===== config.mk =====
export PLATFORM = sky130hd
export DESIGN_NAME = sram_responder
export DESIGN_NICKNAME = d
export VERILOG_FILES = /design/src/rtl/sram_responder.sv
export SDC_FILE = /design/constraint.sdc
export NUM_CORES = 1
export LEC_CHECK = 0
export CORE_MARGIN = 2
export CORE_UTILIZATION = 55
export CTS_CLUSTER_DIAMETER = 200
export CTS_CLUSTER_SIZE = 25
export DETAILED_ROUTE_END_ITERATION = 12
export HOLD_SLACK_MARGIN = 0.06
export PLACE_DENSITY = 0.74
export SLEW_MARGIN = 25
export SYNTH_ARGS = -nofsm -noshare
export SYNTH_HDL_FRONTEND = slang
export SYNTH_SLANG_ARGS = --single-unit

===== constraint.sdc =====
create_clock -name clk -period 6.1 [get_ports clk]
set_clock_uncertainty 0.2 [all_clocks]
set_input_delay 1.22 -clock clk [delete_from_list [all_inputs] [get_ports clk]]
set_output_delay 1.22 -clock clk [all_outputs]
set_load 0.01 [all_outputs]

===== src/rtl/sram_responder.sv =====
`timescale 1ns/1ps
// sram_responder: responder side of the single-port SRAM access interface.
// Owns a DEPTH x DATA_W array, zero-fills it after every reset, then serves
// writes (no response) and reads (one registered response) over valid/ready.
// Optional macro SRAM_PARITY_EN adds a stored even-parity bit per word,
// a perr_inject input and a rsp_perr output.
module sram_responder #(
    parameter int unsigned ADDR_W = 6,
    parameter int unsigned DATA_W = 8
) (
    input  logic              clk,
    input  logic              rst_n,
    input  logic              req_valid,
    output logic              req_ready,
    input  logic              req_write,
    input  logic [ADDR_W-1:0] req_addr,
    input  logic [DATA_W-1:0] req_wdata,
    output logic              rsp_valid,
    input  logic              rsp_ready,
    output logic [DATA_W-1:0] rsp_rdata,
    output logic              init_done
`ifdef SRAM_PARITY_EN
    ,
    input  logic              perr_inject,
    output logic              rsp_perr
`endif
);

    localparam int unsigned DEPTH = 2 ** ADDR_W;
`ifdef SRAM_PARITY_EN
    localparam int unsigned WORD_W = DATA_W + 1;
`else
    localparam int unsigned WORD_W = DATA_W;
`endif

    typedef enum logic [1:0] {
        ST_CLEAR,
        ST_IDLE,
        ST_READ,
        ST_RESP
    } state_t;

    state_t            state_q, state_d;
    logic [ADDR_W-1:0] clr_addr_q, clr_addr_d;
    logic [ADDR_W-1:0] raddr_q, raddr_d;
    logic              req_ready_q, req_ready_d;
    logic              rsp_valid_q, rsp_valid_d;
    logic [DATA_W-1:0] rsp_rdata_q, rsp_rdata_d;
    logic              init_done_q, init_done_d;
`ifdef SRAM_PARITY_EN
    logic              rsp_perr_q, rsp_perr_d;
`endif

    logic [WORD_W-1:0] mem_q [DEPTH];
    logic              mem_we_c;
    logic [ADDR_W-1:0] mem_waddr_c;
    logic [WORD_W-1:0] mem_wword_c;
    logic [WORD_W-1:0] wr_word_c;
    logic [WORD_W-1:0] rd_word_c;
    logic              handshake_c;

    assign handshake_c = req_valid & req_ready_q;
    assign rd_word_c   = mem_q[raddr_q];

    // Word as stored: parity bit (inverted on injection) above the data.
`ifdef SRAM_PARITY_EN
    assign wr_word_c = {(^req_wdata) ^ perr_inject, req_wdata};
`else
    assign wr_word_c = req_wdata;
`endif

    // Next-state, array write port and registered output values.
    always_comb begin
        state_d     = state_q;
        clr_addr_d  = clr_addr_q;
        raddr_d     = raddr_q;
        req_ready_d = req_ready_q;
        rsp_valid_d = rsp_valid_q;
        rsp_rdata_d = rsp_rdata_q;
        init_done_d = init_done_q;
`ifdef SRAM_PARITY_EN
        rsp_perr_d  = rsp_perr_q;
`endif
        mem_we_c    = 1'b0;
        mem_waddr_c = clr_addr_q;
        mem_wword_c = '0;

        case (state_q)
            ST_CLEAR: begin
                mem_we_c    = 1'b1;
                mem_waddr_c = clr_addr_q;
                mem_wword_c = '0;
                clr_addr_d  = clr_addr_q + ADDR_W'(1);
                if (clr_addr_q == ADDR_W'(DEPTH - 1)) begin
                    state_d     = ST_IDLE;
                    init_done_d = 1'b1;
                    req_ready_d = 1'b1;
                end
            end
            ST_IDLE: begin
                if (handshake_c) begin
                    if (req_write) begin
                        mem_we_c    = 1'b1;
                        mem_waddr_c = req_addr;
                        mem_wword_c = wr_word_c;
                    end else begin
                        raddr_d     = req_addr;
                        state_d     = ST_READ;
                        req_ready_d = 1'b0;
                    end
                end
            end
            ST_READ: begin
                rsp_rdata_d = rd_word_c[DATA_W-1:0];
`ifdef SRAM_PARITY_EN
                rsp_perr_d  = ^rd_word_c;
`endif
                rsp_valid_d = 1'b1;
                state_d     = ST_RESP;
            end
            ST_RESP: begin
                if (rsp_ready) begin
                    rsp_valid_d = 1'b0;
                    req_ready_d = 1'b1;
                    state_d     = ST_IDLE;
                end
            end
            default: begin
                state_d = ST_CLEAR;
            end
        endcase
    end

    // State and output registers; reset restarts the clear sweep.
    always_ff @(posedge clk or negedge rst_n) begin
        if (!rst_n) begin
            state_q     <= ST_CLEAR;
            clr_addr_q  <= '0;
            raddr_q     <= '0;
            req_ready_q <= 1'b0;
            rsp_valid_q <= 1'b0;
            rsp_rdata_q <= '0;
            init_done_q <= 1'b0;
`ifdef SRAM_PARITY_EN
            rsp_perr_q  <= 1'b0;
`endif
        end else begin
            state_q     <= state_d;
            clr_addr_q  <= clr_addr_d;
            raddr_q     <= raddr_d;
            req_ready_q <= req_ready_d;
            rsp_valid_q <= rsp_valid_d;
            rsp_rdata_q <= rsp_rdata_d;
            init_done_q <= init_done_d;
`ifdef SRAM_PARITY_EN
            rsp_perr_q  <= rsp_perr_d;
`endif
        end
    end

    // Storage array; contents are cleared by the sweep, not by reset.
    always_ff @(posedge clk) begin
        if (mem_we_c) begin
            mem_q[mem_waddr_c] <= mem_wword_c;
        end
    end

    assign req_ready = req_ready_q;
    assign rsp_valid = rsp_valid_q;
    assign rsp_rdata = rsp_rdata_q;
    assign init_done = init_done_q;
`ifdef SRAM_PARITY_EN
    assign rsp_perr  = rsp_perr_q;
`endif

endmodule


== After elaboration in Yosys (flattened, before gate mapping) ==
Memory sizes are Yosys's and may differ from the RTL's. A register that Yosys moved wholly into a read port is not among the register bits.
Cells that the tools add are included.

* Add/sub/neg operators: 1
* Multipliers: 0
* Equality and inequality tests: 8
* Div/mod/pow operators: 0
* Bitwise gates (word level): 2
* Reduce and logical (&&, ||, !) cells: 9
* Multiplexer cells: 23
* Magnitude comparators: 0
* Shift-type cells: 0

{| class="wikitable"
|+ Operators with widths
! cell !! number
|-
| $mux 8 || 3
|-
| $mux 6 || 3
|-
| $mux 1 || 9
|-
| $mux 2 || 4
|-
| $ne 2x2->1 const B || 4
|-
| $pmux 2 s4 || 1
|-
| $add 6x1->6 const B || 1
|-
| $eq 6x6->1 const B || 1
|-
| $reduce_and 5->1 || 1
|-
| $eq 2x2->1 const B || 2
|-
| $pmux 1 s2 || 2
|-
| $reduce_and 2->1 || 2
|-
| $reduce_and 4->1 || 1
|-
| $pmux 1 s3 || 1
|-
| $reduce_and 3->1 || 1
|-
| $reduce_bool 3->1 || 1
|-
| $eq 2x1->1 const B || 1
|-
| $logic_not 2->1 || 1
|-
| $reduce_bool 2->1 || 1
|-
| $and 1x1->1 || 1
|-
| $logic_not 1->1 || 1
|-
| $not 1->1 || 1
|}

* Memories kept: 1
* Logic and storage cells: 50
* Latch bits: 0
* Flip-flop bits (word level): 17
* RAM bits: 512
* Input port bits: 19
* ROM bits: 0

{| class="wikitable"
|+ Memory list
! memory !! words !! width !! rd ports !! clocked after Yosys merged registers in !! wr ports !! RTL line !! RTL
|-
| mem_q || 64 || 8 || 1 || 1 || 1 || 54 || <nowiki>logic [WORD_W-1:0] mem_q [DEPTH];</nowiki>
|}

== Logic depth before layout (Yosys ltp) ==
Gate-level depths: netlist of the first run.

* Depth in word-level cells: 5
* Depth in mapped cells: 8

== Worst setup path after synthesis of the first run ==
No wires, ideal clock.

* Kind: input to register
* Start point: input port req_write
* End point: memory mem_q[33][0] (netlist name) (enable)
* Data required time: 5,530 ps
* Cell stages on the path: 5
* Path buffers: 1
* Path slack: 2,819 ps
* Arrival time: 2,711 ps
* Cell sequence: nand4_1 > clkbuf_1 > mux2i_1 > nand3_1 > nor2_1

* Longest elaborated chain between the ends: 5
* Elaborated cells on any way between the ends: 8
* Those cells by class: mux (8)

{| class="wikitable"
|+ Ends and longest elaborated chain
! item !! RTL line !! RTL
|-
| start: declaration || 15 || <nowiki>input logic req_write,</nowiki>
|-
| $mux 1 || 102 || <nowiki>if (req_write) begin</nowiki>
|-
| $mux 1 || 101 || <nowiki>if (handshake_c) begin</nowiki>
|-
| $pmux 1 s2 || 88 || <nowiki>case (state_q)</nowiki>
|-
| $mux 1 || 163 || <nowiki>if (mem_we_c) begin</nowiki>
|-
| $mux 1 (not written as such) || 164 || <nowiki>mem_q[mem_waddr_c] <= mem_wword_c;</nowiki>
|-
| end: declaration || 54 ||
|}

Parallel ways exist; a longest one is shown, timed or not.

== Worst setup path after layout of the first run ==
* Start point: input port req_valid
* End point: memory mem_q[13][2] (netlist name) (enable)

* Longest elaborated chain between the ends: 5
* Elaborated cells on any way between the ends: 7
* Those cells by class: mux (6); bitwise (1)

{| class="wikitable"
|+ Ends and longest elaborated chain
! item !! RTL line !! RTL
|-
| start: declaration || 13 || <nowiki>input logic req_valid,</nowiki>
|-
| $and 1x1->1 (*) || 62 || <nowiki>assign handshake_c = req_valid & req_ready_q;</nowiki>
|-
| $mux 1 || 101 ||
|-
| $pmux 1 s2 || 88 ||
|-
| $mux 1 || 163 ||
|-
| $mux 1 (not written as such) || 164 ||
|}

Mark *: on every way between the ends. The rest lies on a longest branch, timed or not.

==> results by group, run 1 <==
Outcome
  – Status: complete, no violations

Hold path
  – Hold Crit Class: flip-flop to flip-flop
  – Hold Path Depth: 1

Floorplan
  – Boundary Pins: 30
  – Die Wd: 200 um
  – Core area: about 38000 um2
  – Die Ht: 200 um
  – Die Area: 40000 um2
  – Row count: 71
  – Initial Util: 56.0%

Global routing
  – Largest net degree at the start of global routing: 100
  – Vias in the first global route: 9765
  – Grt ovf: 0
  – First-pass GRT wire length: approximately 65000 um
  – Global-route usage over all layers: 21.9%
  – Initial antenna violation count: 0

Logic synthesis
  – FFs w/ async S/R, synth: 4.66%
  – Post-synthesis cell type count: 34
  – Post-Synthesis Net Count: 1049
  – Synth Area per Inst: between 20 and 25 um2
  – Post-synth EDFFs: 512
  – Synth warn: 0
  – Mapped Area: ~21000 um2
  – Sequential share of the synthesized area: 75.6%
  – Top FF cell, synth: edfxtp_1
  – Synth Register Bits: roughly 540
  – Mapped Cells: 1024

Clock tree
  – Clock slew at reported path FFs: 0.10 ns
  – Number of CTS-inserted buffers: 25
  – Post-CTS Hold Fix Bufs: 0
  – Clk_lat worst skew: between 0.5 and 0.6 ns
  – Clock Path Buffers: 3
  – Post-cts resize count: 0
  – Clk Tree Root Cell: clkbuf_16
  – Clk sinks: between 500 and 600
  – CTS tree: built
  – Buffers inserted by post-CTS timing repair: 0
  – H-Tree Depth: 1

Detailed routing
  – Vias per cell: approximately 6.4
  – DR vias: 9996
  – First drt pass iteration count: 5
  – DRT antenna net count: 0
  – Detailed Route Iter0 Violations: between 1000 and 1500
  – Post-DR wirelength/cell: 28.0 um
  – Final wirelength: 44000 um
  – Drt drc: 0

Worst setup path
  – Setup crit end: mem_q[13][2]
  – Crit-path slowest cell: nor2_1
  – Reg-to-Reg End: mem_q[13][2]
  – Arr. time, crit path: around 4.2 ns
  – R2R depth: 7
  – Worst-path maximum fanout: 15
  – Startpoint Class: input pin
  – R2R Setup Slk: 2.21 ns
  – WS Path Type: input pin to flip-flop
  – Worst stage delay on the critical path: 0.66 ns
  – CP startpoint: req_valid
  – Worst Setup End Kind: flip-flop
  – Worst R2R Start: state_q[1]
  – Critical Path RT: 6.10 ns
  – Critical-path cell list: clkdlybuf4s50_1 > nand4_1 > mux2i_1 > nor2b_1 > nand2_1 > nor2_1

Power
  – Leak: 5.43 nW
  – Pwr Density: 258 nW/um2
  – Peak supply drop: 159 uV

STA
  – Count of final hold-check violations: 0
  – Max frequency: ~240 MHz
  – Final setup vio count: 0
  – Fin crit period: 4.23 ns
  – Max-slew violation count: 0
  – RSZ-0062 raised after global routing: false
  – Worst Tran Pin Value: 0.991 ns
  – Fin worst setup slack: 1.87 ns
  – Setup TNS: 0 ns
  – Fin crit share: 69.3%
  – Slew headroom: between 30% and 40%

Placed design
  – GPL Wtd Cong: 0.910
  – Dpl cell area: 22000 um2
  – Worst slack, placed: 1.36 ns
  – # port buffers: 29
  – Hpwl dp: 27000 um

Layout
  – Post-route cell area: 22700 um2
  – Ant. Diodes: 0
  – Area Overhead vs Synth: 7.43%
  – Layout net count: 1068
  – Share of layout cells above drive strength 1: 19.9%

Job
  – Max_cap viols: 0
layout by cell type (no fill, tap or decap), types with 3 or more instances in the layout:
cell	count
dfrtp_4	3
mux4_2	120
clkdlybuf4s50_1	29
dfrtp_1	22
xnor2_1	3
mux2i_1	44
ha_1	6
o31ai_1	3
a221oi_1	8
nand2_1	19
clkbuf_1	19
o22ai_1	9
mux2_2	36
clkbuf_16	25
nand3_1	13
and2_2	7
nand3b_1	4
nand4_1	4
mux2_1	6
a22oi_1	16
buf_4	12
o21ai_0	9
nor2_1	79
nand2b_1	6
o221ai_1	16
edfxtp_1	512
inv_1	12
final cells by class:
type,count,area (um2)
sequential,537,16000
fill,2644,15000
multi-input combinational,423,4860
clock buffer,44,697
tap,511,639
timing repair buffer,44,448
inverter,12,45.0
clock inverter,2,25.0
stage by stage:
stage / cells / hold slack, ns / power, mW / util [%]
2_1_floorplan: 1024 / 0.278 / 4.05 / -
3_3_place_gp: 1526 / 0.302 / 4.07 / 58.2
3_5_place_dp: 1526 / 0.306 / 4.07 / 58.2
4_1_cts: 1572 / 0.328 / 5.88 / 60.1
5_1_grt: 1573 / 0.350 / 6.01 / 60.2
6_report: 1573 / 0.327 / 5.85 / 60.2
critical path, delay by kind of cell:
family	cells	cell delay [ns]
and+or+nand+nor	4	1.85
muxes	1	0.63
buffers and inverters	1	0.52
state kept, by name (all words and copies together), names as in the netlist:
| signal | cells |
|---|---|
| mem_q | 512 |
| rsp_rdata | 8 |
| clr_addr_q | 6 |
| raddr_q | 6 |
| state_q | 2 |
| init_done | 1 |
| req_ready | 1 |
| rsp_valid | 1 |
power by group:
group,total [mW],switching (mW),internal [mW]
clock network,1.86,1.07,0.790
registers,3.97,0,3.97
logic,0.0211,0.00977,0.0113
total,5.85,1.08,4.77
routing by layer:
metal | part of all wire, % | global-route usage, %
met2 | 47 | 33.8
met3 | 8.4 | 3.45
met5 | 0 | 0
met1 | 42 | 33.4
met4 | 2.4 | 5.54
cell families (layout without fill, tap and decap cells):
logic type      after synthesis  after routing  synth area share, %
flops                       537            537                 75.6
mux                         206            206                 17.1
simple gates                141            141                 2.97
compound gates               65             65                 2.27
buf+inv                      64            102                 1.47
fa+ha+maj                     6              6                0.355
xor+xnor                      5              5                0.207
synthesized netlist by cell type (2+ instances only):
master,instances,share of area (%)
clkbuf_1,16,0.28
o221ai_1,16,0.66
a221oi_1,8,0.33
buf_2,17,0.40
inv_1,12,0.21
and2_1,10,0.30
xnor2_1,3,0.12
edfxtp_1,512,73
nand4_1,4,0.12
buf_4,3,0.11
mux2_1,6,0.32
nor2b_1,3,0.089
buf_6,5,0.27
o22ai_1,9,0.27
mux2i_1,44,2.1
o21ai_0,9,0.21
dfrtp_1,25,3.0
nand2b_1,6,0.18
a21oi_1,2,0.047
ha_1,6,0.35
a22oi_1,16,0.57
nand3b_1,4,0.14
buf_1,11,0.20
nor2_1,80,1.4
mux2_2,36,1.9
mux4_2,120,13
nand3_1,13,0.31
o31ai_1,3,0.11
xor2_1,2,0.083
nand2_1,19,0.34
worst min-delay path by stage:
stage,start,to,slack [ns]
detailed placement,raddr_q[3],raddr_q[3],0.31
floorplan,clr_addr_q[5],clr_addr_q[5],0.28
global route,raddr_q[3],raddr_q[3],0.35
CTS,raddr_q[3],raddr_q[3],0.33
finish,raddr_q[3],raddr_q[3],0.33
global placement,raddr_q[3],raddr_q[3],0.30
Note: power is estimated with default switching activity, not from simulation.
==> run 2: changes to the inputs <==
clock period = 3.9 ns   (was 6.1 ns; I/O delays follow)
==> results by group, run 2 (synthesized netlist as in run 1, its figures left out) <==
Outcome
  – Status: complete, no violations

Layout
  – Post-route cell area: around 23000 um2
  – Register area: 16000 um2
  – Commonest non-fill, non-tap cell in the layout: edfxtp_1
  – Most frequent cells in the layout: edfxtp_1, mux4_2, buf_4, nor2_1, mux2i_1
  – Ant. Diodes: 0
  – Share of layout cells above drive strength 1: 25.3%
  – Layout net count: between 1000 and 1500
  – Multi-input logic area: 4850 um2
  – Max reg flops: 512
  – Most flops, register: mem_q
  – Area Overhead vs Synth: 10.6%
  – Final cell count without fillers: 1653
  – Filler instances: 2557

Global routing
  – Initial antenna violation count: 0
  – First-pass GRT wire length: 64800 um
  – Global-route usage over all layers: 21.6%
  – Grt ovf: 0
  – Largest net degree at the start of global routing: 65
  – Vias in the first global route: around 10000

STA
  – Setup TNS: 0 ns
  – Fin crit period: 3.28 ns
  – Max-slew violation count: 0
  – Max frequency: 305 MHz
  – Fin crit share: a little over four fifths
  – Count of final hold-check violations: 0
  – RSZ-0062 raised after global routing: false
  – Worst Tran Pin Value: slightly below 0.7 ns
  – Slew headroom: 53.8%
  – Final setup vio count: 0

Floorplan
  – Row count: 71
  – Boundary Pins: 30
  – Initial Util: 56.0%
  – Die Wd: 200 um
  – Die Area: roughly 40000 um2
  – Die Ht: 200 um
  – Core area: 37800 um2

Job
  – Max_cap viols: 0

Worst setup path
  – WS Path Type: flip-flop to flip-flop
  – Arr. time, crit path: 3.34 ns
  – Startpoint Class: flip-flop
  – Worst stage delay on the critical path: between 0.4 and 0.5 ns
  – Worst Setup End Kind: flip-flop
  – Buf/Inv on CP: 3
  – Critical Path RT: 3.96 ns
  – Crit path top cell by count: buf_4
  – CP startpoint: state_q[1]
  – Worst-path maximum fanout: 12
  – CP top delay family: simple AND/OR/NAND/NOR gates
  – Critical-path cell list: inv_1 > ha_1 > nand4_1 > buf_4 > mux2i_1 > nand2_1 > nor2_1 > buf_4
  – Worst R2R Start: state_q[1]
  – Crit-path slowest cell: dfrtp_1

Clock tree
  – CTS tree: built
  – H-Tree Depth: 1
  – Buffers inserted by post-CTS timing repair: 0
  – Clock Path Buffers: 3
  – Clk sinks: 537
  – Number of CTS-inserted buffers: 25
  – Clk Tree Root Cell: clkbuf_16
  – Clock slew at reported path FFs: around 0.10 ns
  – Clk_lat worst skew: between 0.5 and 0.6 ns

Power
  – Leak: 5.87 nW
  – Peak supply drop: 285 uV
  – Pwr Density: 389 nW/um2

Detailed routing
  – Drt drc: 0
  – DR vias: slightly above 10000
  – First drt pass iteration count: 5
  – DRT antenna net count: 0
  – Vias per cell: 6.14
  – Final wirelength: 43100 um
  – Post-DR wirelength/cell: 26.1 um
  – Detailed Route Iter0 Violations: 1028

Placed design
  – # port buffers: 29
  – Dpl cell area: around 23000 um2
  – Placed cell count: 1607
  – Hpwl dp: ~27000 um
  – GPL Wtd Cong: between 0.8 and 0.9

Hold path
  – Hold Path Origin: init_done
  – Hold Crit Class: flip-flop to flip-flop
-- run 2: timing repair --
item                                   CTS  global route
setup endpoints to repair                0             0
resized for setup                        0             0
hold buffers                             0             1
endpoints found under the hold margin    0            21
-- run 2: worst paths after layout --
path,endpoint,slack (ns),depth (start not counted)
hold reg to reg,init_done,0.35,1
setup / recovery,mem_q[29][3],0.62,8
hold / removal,init_done,0.35,1
max in group asynchronous,req_ready,2.51,3
setup reg to reg,mem_q[29][3],0.62,8
min in group asynchronous,rsp_rdata[4],0.52,2
-- run 2: cell type report --
cell class / count / share of cell area [%]
inverter: 12 / 0.193
timing repair buffer: 125 / 4.85
clock buffer: 44 / 2.98
tap: 511 / 2.73
multi-input combinational: 423 / 20.7
clock inverter: 1 / 0.0695
sequential: 537 / 68.4
-- run 2: where the power goes --
| part | switching [mW] | internal, mW |
|---|---|---|
| logic | 0.0152 | 0.0178 |
| registers | 0 | 6.21 |
| clock network | 1.64 | 1.23 |
| total | 1.65 | 7.46 |
-- run 2: stage by stage --
step | total power [mW] | setup slack [ns] | hold WS, ns | util (%)
after floorplan | 6.34 | 1.06 | 0.278 | -
after global placement | 6.37 | 0.325 | 0.309 | 60.1
after detailed placement | 6.37 | 0.296 | 0.326 | 60.1
after CTS | 9.16 | 0.706 | 0.344 | 62.0
after global routing | 9.37 | 0.502 | 0.360 | 62.0
final | 9.11 | 0.619 | 0.348 | 62.0
-- run 2: metal layers --
metal  wire (um)  track usage (%)  share of wire [%]
met3        2700             2.86                6.3
met1       18400             31.8                 43
met2       21400             35.8                 50
met5           0                0                  0
met4         592             3.52                1.4
==> run 3: changes to the inputs <==
PLACE_DENSITY = 0.77   (was 0.74)
clock period = 2.8 ns   (was 3.9 ns; I/O delays follow)
==> results by group, run 3 (synthesized netlist as in run 1, its figures left out) <==
Worst setup path
  – WS Path Type: flip-flop to flip-flop
  – Arr. time, crit path: 2.71 ns
  – Crit-path slowest cell: dfrtp_1
  – CP top delay family: buffers and inverters
  – Worst Setup End Kind: flip-flop
  – Critical-path cell list: inv_1 > ha_1 > nand4_1 > buf_6 > mux2i_1 > buf_4 > nor2_1 > nand2_1 > buf_4 > nor2_1 > buf_4
  – Crit path top cell by count: buf_4
  – Critical Path RT: roughly 2.9 ns
  – Buf/Inv on CP: 5
  – Startpoint Class: flip-flop
  – Worst stage delay on the critical path: 0.43 ns
  – Worst-path maximum fanout: 10

Clock tree
  – Clk_lat worst skew: 0.55 ns
  – Clk Tree Root Cell: clkbuf_16
  – CTS tree: built
  – Clk sinks: 537
  – Post-CTS Hold Fix Bufs: 0
  – Clock slew at reported path FFs: 0.10 ns
  – H-Tree Depth: 1
  – Clock Path Buffers: 3
  – Number of CTS-inserted buffers: 25

Job
  – Max_cap viols: 0

Power
  – Leak: 6.21 nW
  – Peak supply drop: 347 uV
  – Pwr Density: 528 nW/um2

Global routing
  – Grt ovf: 0
  – Global-route usage over all layers: 22.2%
  – Largest net degree at the start of global routing: 65
  – First-pass GRT wire length: between 60000 and 70000 um
  – Initial antenna violation count: 0
  – Vias in the first global route: 10500

Detailed routing
  – Post-DR wirelength/cell: 25.7 um
  – Vias per cell: 6.10
  – DRT antenna net count: 0
  – DR vias: 10400
  – Drt drc: 0
  – Final wirelength: 44000 um
  – First drt pass iteration count: 5
  – Detailed Route Iter0 Violations: about 1100

Layout
  – Share of layout cells above drive strength 1: roughly 29%
  – Ant. Diodes: 0
  – Area Overhead vs Synth: 13.7%
  – Most frequent cells in the layout: edfxtp_1, buf_4, mux4_2, nor2_1, mux2i_1
  – Layout net count: 1207
  – Post-route cell area: 24000 um2
  – Commonest non-fill, non-tap cell in the layout: edfxtp_1
  – Max reg flops: 512
  – Most flops, register: mem_q

Placed design
  – Hpwl dp: 28300 um
  – # port buffers: 29
  – GPL Wtd Cong: 0.863
  – Dpl cell area: 23200 um2

Floorplan
  – Boundary Pins: 30
  – Initial Util: 56.0%
  – Die Wd: 200 um
  – Row count: between 70 and 80
  – Core area: 37800 um2
  – Die Area: roughly 40000 um2
  – Die Ht: 200 um

STA
  – RSZ-0062 raised after global routing: false
  – Count of final hold-check violations: 0
  – Setup TNS: 0 ns
  – Slew headroom: 52.0%
  – Max frequency: 378 MHz
  – Worst Tran Pin Value: approximately 0.72 ns
  – Fin crit share: a little over nine tenths
  – Final setup vio count: 0
  – Fin crit period: 2.64 ns
  – Max-slew violation count: 0

Outcome
  – Status: complete, no violations

Hold path
  – Hold Crit Class: input pin to async pin
-- run 3: layout make-up --
cell class / count / area [um2]
flip-flops and latches: 537 / 16000
clock inverters: 1 / 16.3
well taps: 511 / 639
clock buffers: 44 / 697
multi-input cells: 423 / 4860
repair buffers: 183 / 1780
inverters: 12 / 45.0
fillers: 2468 / 13700
-- run 3: timing repair --
action                     in CTS  in global routing
setup endpoints to repair       0                 97
hold endpoints to repair        0                  0
resized for setup               0                  5
buffers inserted                0                  7
-- run 3: path summary, 6_finish.rpt --
kind                          startpoint            end  cells past startpoint  slack (ns)
max                           state_q[1]   mem_q[49][6]                     11        0.16
min reg2reg                clr_addr_q[4]  clr_addr_q[4]                      1        0.34
min in group clk           clr_addr_q[4]  clr_addr_q[4]                      1        0.34
min                                rst_n     raddr_q[3]                      2        0.17
max in group asynchronous          rst_n     raddr_q[4]                      2        1.95
max reg2reg                   state_q[1]   mem_q[49][6]                     11        0.16
-- run 3: metal layers --
layer / track usage [%] / part of all wire, %
met5: 0 / 0
met4: 7.12 / 3.3
met3: 3.01 / 7.6
met2: 34.6 / 48
met1: 33.2 / 41
-- run 3: power breakdown --
| part | switching, mW | total (mW) | internal [mW] | leakage [nW] |
|---|---|---|---|---|
| logic | 0.0213 | 0.0477 | 0.0264 | 1.98 |
| registers | 0 | 8.65 | 8.65 | 3.89 |
| clock network | 2.28 | 3.99 | 1.71 | 0.337 |
| total | 2.30 | 12.7 | 10.4 | 6.21 |
-- run 3: metrics by stage --
stage / utilization (%) / std cells / total power, mW / hold WS (ns) / setup WS [ns]
after floorplan: - / 1024 / 8.83 / 0.0644 / 0.0725
after global placement: 61.5 / 1659 / 8.88 / 0.297 / -0.247
after detailed placement: 61.5 / 1659 / 8.88 / 0.329 / -0.264
after CTS: 63.4 / 1704 / 12.8 / 0.162 / 0.0292
after global routing: 63.7 / 1711 / 13.0 / 0.186 / 0.00538
final: 63.7 / 1711 / 12.7 / 0.171 / 0.157
